[config.mk]
export PLATFORM = sky130hd
export DESIGN_NAME = fsub_share_ctrl
export DESIGN_NICKNAME = d
export VERILOG_FILES = /design/src/rtl/fsub_share_ctrl.sv
export SDC_FILE = /design/constraint.sdc
export NUM_CORES = 1
export LEC_CHECK = 0
export ABC_AREA = 1
export BUFFER_PORTS_ARGS = -buffer_cell sky130_fd_sc_hd__clkbuf_2
export CORE_MARGIN = 5
export CORE_UTILIZATION = 40
export CTS_CLUSTER_SIZE = 25
export DETAILED_ROUTE_END_ITERATION = 16
export GPL_ROUTABILITY_DRIVEN = 0
export PLACE_DENSITY = 0.73
export SETUP_SLACK_MARGIN = 0.05
export SYNTH_ARGS = -nofsm -noshare
export SYNTH_HDL_FRONTEND = slang
export SYNTH_SLANG_ARGS = --single-unit
[constraint.sdc]
create_clock -name clk -period 3.1 [get_ports clk]
set_input_delay 0.62 -clock clk [delete_from_list [all_inputs] [get_ports clk]]
set_output_delay 0.62 -clock clk [all_outputs]
set_load 0.03 [all_outputs]
[src/rtl/fsub_share_ctrl.sv]
// Round-robin front end that time-shares one combinational FP subtractor between two requesters.
// Holds the granted operands for FSUB_LAT cycles, then returns the sampled result over valid/ready.
module fsub_share_ctrl #(
    parameter int FSUB_LAT = 1,
    parameter int CNT_W    = 16
) (
    input  logic             clk,
    input  logic             rst_n,
    input  logic             req0_valid,
    output logic             req0_ready,
    input  logic [31:0]      req0_op_a,
    input  logic [31:0]      req0_op_b,
    input  logic             req1_valid,
    output logic             req1_ready,
    input  logic [31:0]      req1_op_a,
    input  logic [31:0]      req1_op_b,
    output logic [31:0]      fsub_op_a,
    output logic [31:0]      fsub_op_b,
    input  logic [31:0]      fsub_res,
    output logic             rsp_valid,
    input  logic             rsp_ready,
    output logic [31:0]      rsp_data,
    output logic             rsp_id,
    output logic             busy,
    output logic [CNT_W-1:0] op_count
);

    typedef enum logic [1:0] {
        IDLE = 2'd0,
        EXEC = 2'd1,
        RESP = 2'd2
    } state_t;

    localparam logic [3:0] LAT_LOAD = 4'(FSUB_LAT);

    state_t           state_reg, state_next;
    logic [31:0]      op_a_reg, op_b_reg;
    logic [31:0]      rsp_data_reg;
    logic             rsp_id_reg;
    logic             prio_reg;
    logic [3:0]       wait_reg;
    logic [CNT_W-1:0] op_count_reg;

    logic             grant_valid;
    logic             grant_id;
    logic             accept;
    logic             rsp_fire;
    logic [31:0]      grant_op_a;
    logic [31:0]      grant_op_b;

    // On a tie the pointer decides; otherwise whoever is valid wins.
    always_comb begin
        grant_valid = req0_valid | req1_valid;
        grant_id    = (req0_valid & req1_valid) ? prio_reg : req1_valid;
        grant_op_a  = grant_id ? req1_op_a : req0_op_a;
        grant_op_b  = grant_id ? req1_op_b : req0_op_b;
    end

    assign accept     = (state_reg == IDLE) & grant_valid;
    assign rsp_fire   = (state_reg == RESP) & rsp_ready;
    assign req0_ready = accept & ~grant_id;
    assign req1_ready = accept & grant_id;

    assign fsub_op_a  = op_a_reg;
    assign fsub_op_b  = op_b_reg;
    assign rsp_valid  = (state_reg == RESP);
    assign rsp_data   = rsp_data_reg;
    assign rsp_id     = rsp_id_reg;
    assign busy       = (state_reg != IDLE);
    assign op_count   = op_count_reg;

    always_comb begin
        state_next = state_reg;
        unique case (state_reg)
            IDLE:    if (accept) state_next = EXEC;
            EXEC:    if (wait_reg == 4'd1) state_next = RESP;
            RESP:    if (rsp_ready) state_next = IDLE;
            default: state_next = IDLE;
        endcase
    end

    always_ff @(posedge clk) begin
        if (!rst_n) begin
            state_reg    <= IDLE;
            op_a_reg     <= 32'd0;
            op_b_reg     <= 32'd0;
            rsp_data_reg <= 32'd0;
            rsp_id_reg   <= 1'b0;
            prio_reg     <= 1'b0;
            wait_reg     <= 4'd0;
            op_count_reg <= '0;
        end else begin
            state_reg <= state_next;
            if (accept) begin
                op_a_reg   <= grant_op_a;
                op_b_reg   <= grant_op_b;
                rsp_id_reg <= grant_id;
                wait_reg   <= LAT_LOAD;
            end
            // The result is sampled on the last settle cycle, never earlier.
            if (state_reg == EXEC) begin
                wait_reg <= wait_reg - 4'd1;
                if (wait_reg == 4'd1) begin
                    rsp_data_reg <= fsub_res;
                end
            end
            if (rsp_fire) begin
                op_count_reg <= op_count_reg + CNT_W'(1);
                prio_reg     <= ~rsp_id_reg;
            end
        end
    end

endmodule

==> flow_summary_export.csv, run 1 <==
group,metric,value,unit
sta,post-route-min-period,2.24,ns
grt,grtUsageTotal,0.197,
clocking,clock_tree.root_cell,"sky130_fd_sc_hd__clkbuf_16",
worst_setup_path,worst-endpoint-required,2.48,ns
placed_design,numPortBuffers,281,
yosys,synth.net_count,970,
min_path,timing.hold.worst_path_depth,3,
sta,hold_violations,0,
grt,maximum_number_of_pins_on_one_net_before_global_route_repair,69,
die,initial_utilization,0.403,
yosys,synth_cell_types,27,
routing,ant_nets,0,
yosys,postSynthAreaPerCell,6.61,µm²
worst_setup_path,endpoint_kind,"output port",
placed_design,placement.cell_area,6780,µm²
grt,sum_of_overflow_across_all_layers_after_global_routing,0,
final_layout,drive_gt1_frac,0.299,
grt,grt_first_pass_wirelength,25600,µm
routing,firstDrtPassIters,4,
power_and_ir_drop,worst_ir_drop_vdd,432,µV
sta,final.period_utilization,0.721,
routing,detail_route.vias_per_cell,4.51,
worst_setup_path,reg2regPathDepth,7,
die,dieArea,15700,µm²
clocking,hold_buffers,0,
final_layout,num-nets-final,1235,
sta,rsz0062_at_grt,"false",
clocking,post_cts.repair.setup_buffers,0,
clocking,h_tree_lvl_count,4,
sta,maxClockFrequency,447,MHz
clocking,cts_repair_resize_count,0,
power_and_ir_drop,total_leakage_power,4.23,nW
worst_setup_path,critPathArrivalTime,1.62,ns
routing,route.final.wire_length,15700,µm
clocking,clock_tree.buffer_depth,2,
sta,clock-skew-final,0.00919,ns
sta,maxSlewHeadroom,0.349,
clocking,tritoncts,"yes",
yosys,synth.yosys.warnings,0,
clocking,clk_pin_slew_worst_paths,0.05,ns
sta,report.final.setup_viol,0,
yosys,yosysSeqAreaShare,0.453,
final_layout,diodes,0,
run,maxCapViolations,0,
routing,detailed_route_iter0_violations,251,
placed_design,hpwlAfterDp,11500,µm
sta,final.setup.worst_slack,0.865,ns
grt,first_global_vias,5345,
worst_setup_path,cp_max_fo,11,
clocking,clock_insertion_delay_worst_skew,0.41,ns
yosys,synth.cell_area,5300,µm²
run_status,outcome,"complete, no violations",
die,pin_count,282,
final_layout,post-route-cell-area,7360,µm²
clocking,number_of_clock_buffers_inserted_by_tritoncts,17,
routing,vias,5669,
min_path,hp-class,"primary input to register",
sta,drv_slew,0,
worst_setup_path,setup.worst_path.class,"register to output port",
routing,route.detailed.drc,0,
die,floorplan.rows,42,
yosys,synth_cells,802,
worst_setup_path,startpoint_type,"register",
placed_design,placement.setup.worst_slack,0.987,ns
sta,tightestPinTransition,0.975,ns
die,coreArea,13100,µm²
die,die_height,125,µm
sta,fin_setup_tns,0,ns
final_layout,syn_to_final_growth,38.9,%
grt,grt_antenna_before_repair,0,
yosys,ys_ff_latch,120,
clocking,clock_sinks,120,
routing,routedWlPerCell,12.5,µm
die,fp.dieW,125,µm
power_and_ir_drop,pwr_density_cell,645,nW/µm²
==> through the flow <==
step	utilization	total power [mW]	instances	hold slack, ns
floorplan	-	2.52	802	0.439
global placement	0.516	2.85	1224	0.446
detailed placement	0.516	2.86	1224	0.457
CTS	0.560	4.81	1256	0.417
global route	0.560	5.01	1256	0.424
finish	0.560	4.75	1256	0.435
==> cell usage in the layout (no fill, tap or decap) <==
| master | count |
|---|---|
| sky130_fd_sc_hd__o21ai_4 | 1 |
| sky130_fd_sc_hd__nor3_1 | 1 |
| sky130_fd_sc_hd__o21bai_1 | 1 |
| sky130_fd_sc_hd__nand4_1 | 5 |
| sky130_fd_sc_hd__inv_1 | 92 |
| sky130_fd_sc_hd__bufinv_16 | 3 |
| sky130_fd_sc_hd__clkbuf_2 | 280 |
| sky130_fd_sc_hd__clkbuf_1 | 5 |
| sky130_fd_sc_hd__o21ai_0 | 34 |
| sky130_fd_sc_hd__nor3b_1 | 1 |
| sky130_fd_sc_hd__buf_12 | 2 |
| sky130_fd_sc_hd__nand3_1 | 79 |
| sky130_fd_sc_hd__a21oi_1 | 13 |
| sky130_fd_sc_hd__buf_4 | 4 |
| sky130_fd_sc_hd__clkinv_2 | 5 |
| sky130_fd_sc_hd__nor2_1 | 94 |
| sky130_fd_sc_hd__dfxtp_1 | 120 |
| sky130_fd_sc_hd__clkbuf_8 | 1 |
| sky130_fd_sc_hd__or2_2 | 1 |
| sky130_fd_sc_hd__nand2_1 | 303 |
| sky130_fd_sc_hd__xor2_1 | 1 |
| sky130_fd_sc_hd__ha_1 | 3 |
| sky130_fd_sc_hd__inv_2 | 2 |
| sky130_fd_sc_hd__o211ai_1 | 1 |
| sky130_fd_sc_hd__o21ai_1 | 2 |
| sky130_fd_sc_hd__clkinv_4 | 1 |
| sky130_fd_sc_hd__clkinv_1 | 1 |
| sky130_fd_sc_hd__nor2_4 | 5 |
| sky130_fd_sc_hd__nor2_2 | 1 |
| sky130_fd_sc_hd__and2_1 | 1 |
| sky130_fd_sc_hd__clkbuf_16 | 17 |
==> path summary, 6_finish.rpt <==
path,start,endpoint,slack (ns)
hold reg to reg,rsp_id,prio_reg,0.46
setup reg to reg,state_reg[1],wait_reg[0],1.28
setup / recovery,state_reg[1],req1_ready,0.86
hold / removal,fsub_res[21],rsp_data[21],0.44
==> final cells by class <==
cell class,instances,area [µm²]
Timing Repair Buffer,286,1470
Fill cell,1325,5780
Inverter,95,357
Sequential cell,120,2400
Tap cell,176,220
Clock inverter,9,124
Multi-Input combinational cell,547,2330
Clock buffer,23,458
==> cells in the mapped netlist (all sizes together) <==
library cell,instances,area (µm²)
clkbuf,15,56.3
dfxtp,120,2400
nor2,100,410
o211ai,1,7.51
ha,3,37.5
xor2,1,8.76
buf,25,163
or2,1,6.26
nor3,1,5.00
and2,1,6.26
a21oi,13,65.1
nand3,79,395
inv,94,353
clkinv,1,3.75
nand2,303,1140
o21bai,1,7.51
nor3b,1,7.51
o21ai,37,196
nand4,5,31.3
==> worst max-delay path, stage by stage, from the launching register on <==
cell and delay (ns):
sky130_fd_sc_hd__dfxtp_1 0.37, sky130_fd_sc_hd__nor2_4 0.21, sky130_fd_sc_hd__inv_2 0.09, sky130_fd_sc_hd__nor2_4 0.27, sky130_fd_sc_hd__clkbuf_2 0.27
==> cells by family (layout without fill, tap and decap cells) <==
family / after synthesis / in the layout / synth area share
buffers and inverters: 135 / 413 / 0.109
AND/OR/NAND/NOR: 491 / 491 / 0.377
XOR/XNOR: 1 / 1 / 0.00165
flip-flops: 120 / 120 / 0.453
AO/OA/AOI/OAI: 52 / 52 / 0.0522
adder cells (fa/ha/maj): 3 / 3 / 0.00708
==> routing by layer <==
layer	global-route usage	vias up	share of wire
met5	0	-	0
met4	0.0804	0	0.027
met3	0.0682	32	0.084
met2	0.320	226	0.46
met1	0.238	2445	0.43
li1	-	2966	-
==> power breakdown <==
part	switching, mW	total, mW	internal (mW)
Sequential	0.0776	1.77	1.69
Combinational	0.720	1.05	0.331
Clock	0.653	1.93	1.28
Total	1.45	4.75	3.30
(Power assumes the default switching activity.)
==> inputs of run 2 (changes only) <==
==> constraint.sdc (replaced) <==
create_clock -name clk -period 2.1 [get_ports clk]
set_input_delay 0.42 -clock clk [delete_from_list [all_inputs] [get_ports clk]]
set_output_delay 0.42 -clock clk [all_outputs]
set_load 0.03 [all_outputs]
==> flow_summary_export.csv, run 2 (same netlist as run 1, synthesis figures left out) <==
group,metric,value,unit
worst_setup_path,timing.critical_path.slowest_stage_cell,"sky130_fd_sc_hd__dfxtp_1",
power_and_ir_drop,total_leakage_power,4.26,nW
worst_setup_path,worst-endpoint-required,1.68,ns
final_layout,drive_gt1_frac,0.305,
die,coreArea,13100,µm²
die,fp.dieW,125,µm
sta,final.period_utilization,0.888,
placed_design,hpwlAfterDp,11700,µm
routing,routedWlPerCell,12.6,µm
placed_design,numPortBuffers,281,
clocking,clock_tree.root_cell,"sky130_fd_sc_hd__clkbuf_16",
final_layout,diodes,0,
run,maxCapViolations,0,
clocking,tritoncts,"yes",
grt,grtUsageTotal,0.194,
final_layout,num-nets-final,1244,
sta,maxSlewHeadroom,0.674,
clocking,clock_insertion_delay_worst_skew,0.40,ns
routing,vias,5762,
sta,hold_violations,0,
grt,first_global_vias,5230,
grt,sum_of_overflow_across_all_layers_after_global_routing,0,
routing,ant_nets,0,
final_layout,syn_to_final_growth,39.8,%
clocking,clock_sinks,120,
sta,post-route-min-period,1.87,ns
grt,grt_first_pass_wirelength,25200,µm
sta,report.final.setup_viol,0,
die,die_height,125,µm
power_and_ir_drop,seqPwrFrac,0.383,
clocking,clk_pin_slew_worst_paths,0.05,ns
die,dieArea,15700,µm²
power_and_ir_drop,worst_ir_drop_vdd,685,µV
power_and_ir_drop,power.share.switching,0.315,
worst_setup_path,cp_max_fo,8,
die,floorplan.rows,42,
power_and_ir_drop,combPwrFrac,0.235,
clocking,number_of_clock_buffers_inserted_by_tritoncts,17,
grt,grt_antenna_before_repair,0,
final_layout,post-route-cell-area,7410,µm²
placed_design,placement.cell_area,6830,µm²
sta,fin_setup_tns,0,ns
power_and_ir_drop,pwr_density_cell,920,nW/µm²
run_status,outcome,"complete, no violations",
sta,clock-skew-final,0.00705,ns
worst_setup_path,worst_setup_path_startpoint,"state_reg[1]",
routing,route.detailed.drc,0,
sta,drv_slew,0,
die,initial_utilization,0.403,
routing,route.final.wire_length,15900,µm
final_layout,layout_commonest_cell,"sky130_fd_sc_hd__nand2_1",
power_and_ir_drop,cell_internal_pwr,4.67,mW
worst_setup_path,setup.worst_path.class,"register to output port",
worst_setup_path,timing.critical_path.slowest_cell_delay,0.37,ns
worst_setup_path,endpoint_kind,"output port",
worst_setup_path,crit_path_frequent_cell,"sky130_fd_sc_hd__nor2_4",
routing,firstDrtPassIters,4,
min_path,hp-class,"primary input to register",
clocking,h_tree_lvl_count,4,
power_and_ir_drop,clockPowerShare,0.382,
min_path,holdCritStartpoint,"fsub_res[13]",
routing,detail_route.vias_per_cell,4.55,
grt,maximum_number_of_pins_on_one_net_before_global_route_repair,66,
worst_setup_path,critical_path.reg2reg.startpoint,"state_reg[1]",
sta,rsz0062_at_grt,"false",
worst_setup_path,startpoint_type,"register",
final_layout,top_library_cells_by_usage_in_the_layout_fill_and_taps_aside,"sky130_fd_sc_hd__nand2_1, sky130_fd_sc_hd__clkbuf_2, sky130_fd_sc_hd__dfxtp_1",
die,pin_count,282,
worst_setup_path,critPathArrivalTime,1.45,ns
sta,maxClockFrequency,536,MHz
power_and_ir_drop,netSwitchingPower,2.15,mW
clocking,clock_tree.buffer_depth,2,
routing,detailed_route_iter0_violations,278,
clocking,hold_buffers,0,
sta,tightestPinTransition,0.489,ns
worst_setup_path,critical_path.cell_chain,"nor2_4 > o21ai_4 > nor2_4 > clkbuf_4",
## run 2: changes by cell type in the layout (fill, tap and decap cells not counted)
cell,change
sky130_fd_sc_hd__buf_12,+2
sky130_fd_sc_hd__buf_4,+7
sky130_fd_sc_hd__bufinv_16,-2
sky130_fd_sc_hd__clkbuf_2,-1
sky130_fd_sc_hd__clkbuf_4,+1
sky130_fd_sc_hd__clkinv_2,+1
sky130_fd_sc_hd__clkinvlp_4,+1
## run 2: worst paths after layout
| check | cells past startpoint | endpoint | slack, ns |
|---|---|---|---|
| worst min register to register | 2 | wait_reg[1] | 0.47 |
| worst max register to register | 9 | fsub_op_a[7] | 0.50 |
| worst min-delay path | 3 | rsp_data[13] | 0.24 |
| worst max-delay path | 4 | req0_ready | 0.23 |
## run 2: repair_timing
item / 4_1_cts / 5_1_grt
endpoints found under the setup margin: 0 / 2
buffers inserted: 0 / 5
resized for setup: 0 / 2
## run 2: cell type report
class / instances / area (µm²)
Tap cell: 176 / 220
Clock buffer: 23 / 458
Timing Repair Buffer: 295 / 1570
Inverter: 95 / 357
Clock inverter: 9 / 76.3
Fill cell: 1268 / 5730
Sequential cell: 120 / 2400
Multi-Input combinational cell: 547 / 2330
## run 2: metal layers
metal	track usage	share of wire	vias to the layer above
li1	-	-	2990
met1	0.236	0.43	2512
met2	0.312	0.46	220
met3	0.0644	0.082	40
met4	0.0906	0.029	0
met5	0	0	-
## run 2: metrics by stage
step / total power, mW / std cells / setup slack, ns / hold slack, ns / utilization
floorplan: 3.71 / 802 / 0.553 / 0.439 / -
global placement: 4.23 / 1228 / 0.453 / 0.456 / 0.520
detailed placement: 4.24 / 1228 / 0.428 / 0.462 / 0.520
CTS: 6.89 / 1260 / 0.0601 / 0.216 / 0.561
global route: 7.19 / 1265 / 0.130 / 0.229 / 0.564
finish: 6.82 / 1265 / 0.234 / 0.240 / 0.564
## run 2: critical path, delay by kind of cell, from the launching register on
| family | cells | cell delay, ns |
|---|---|---|
| flops | 1 | 0.37 |
| simple gates | 2 | 0.33 |
| compound gates | 1 | 0.13 |
| buf+inv | 1 | 0.21 |
## run 2: power groups by stage
stage	Combinational [mW]	Sequential [mW]	Clock, mW
finish	1.60	2.61	2.60
global route	1.75	2.64	2.80
CTS	1.60	2.61	2.68
detailed placement	1.59	2.65	0
global placement	1.58	2.65	0
floorplan	0.675	3.04	0
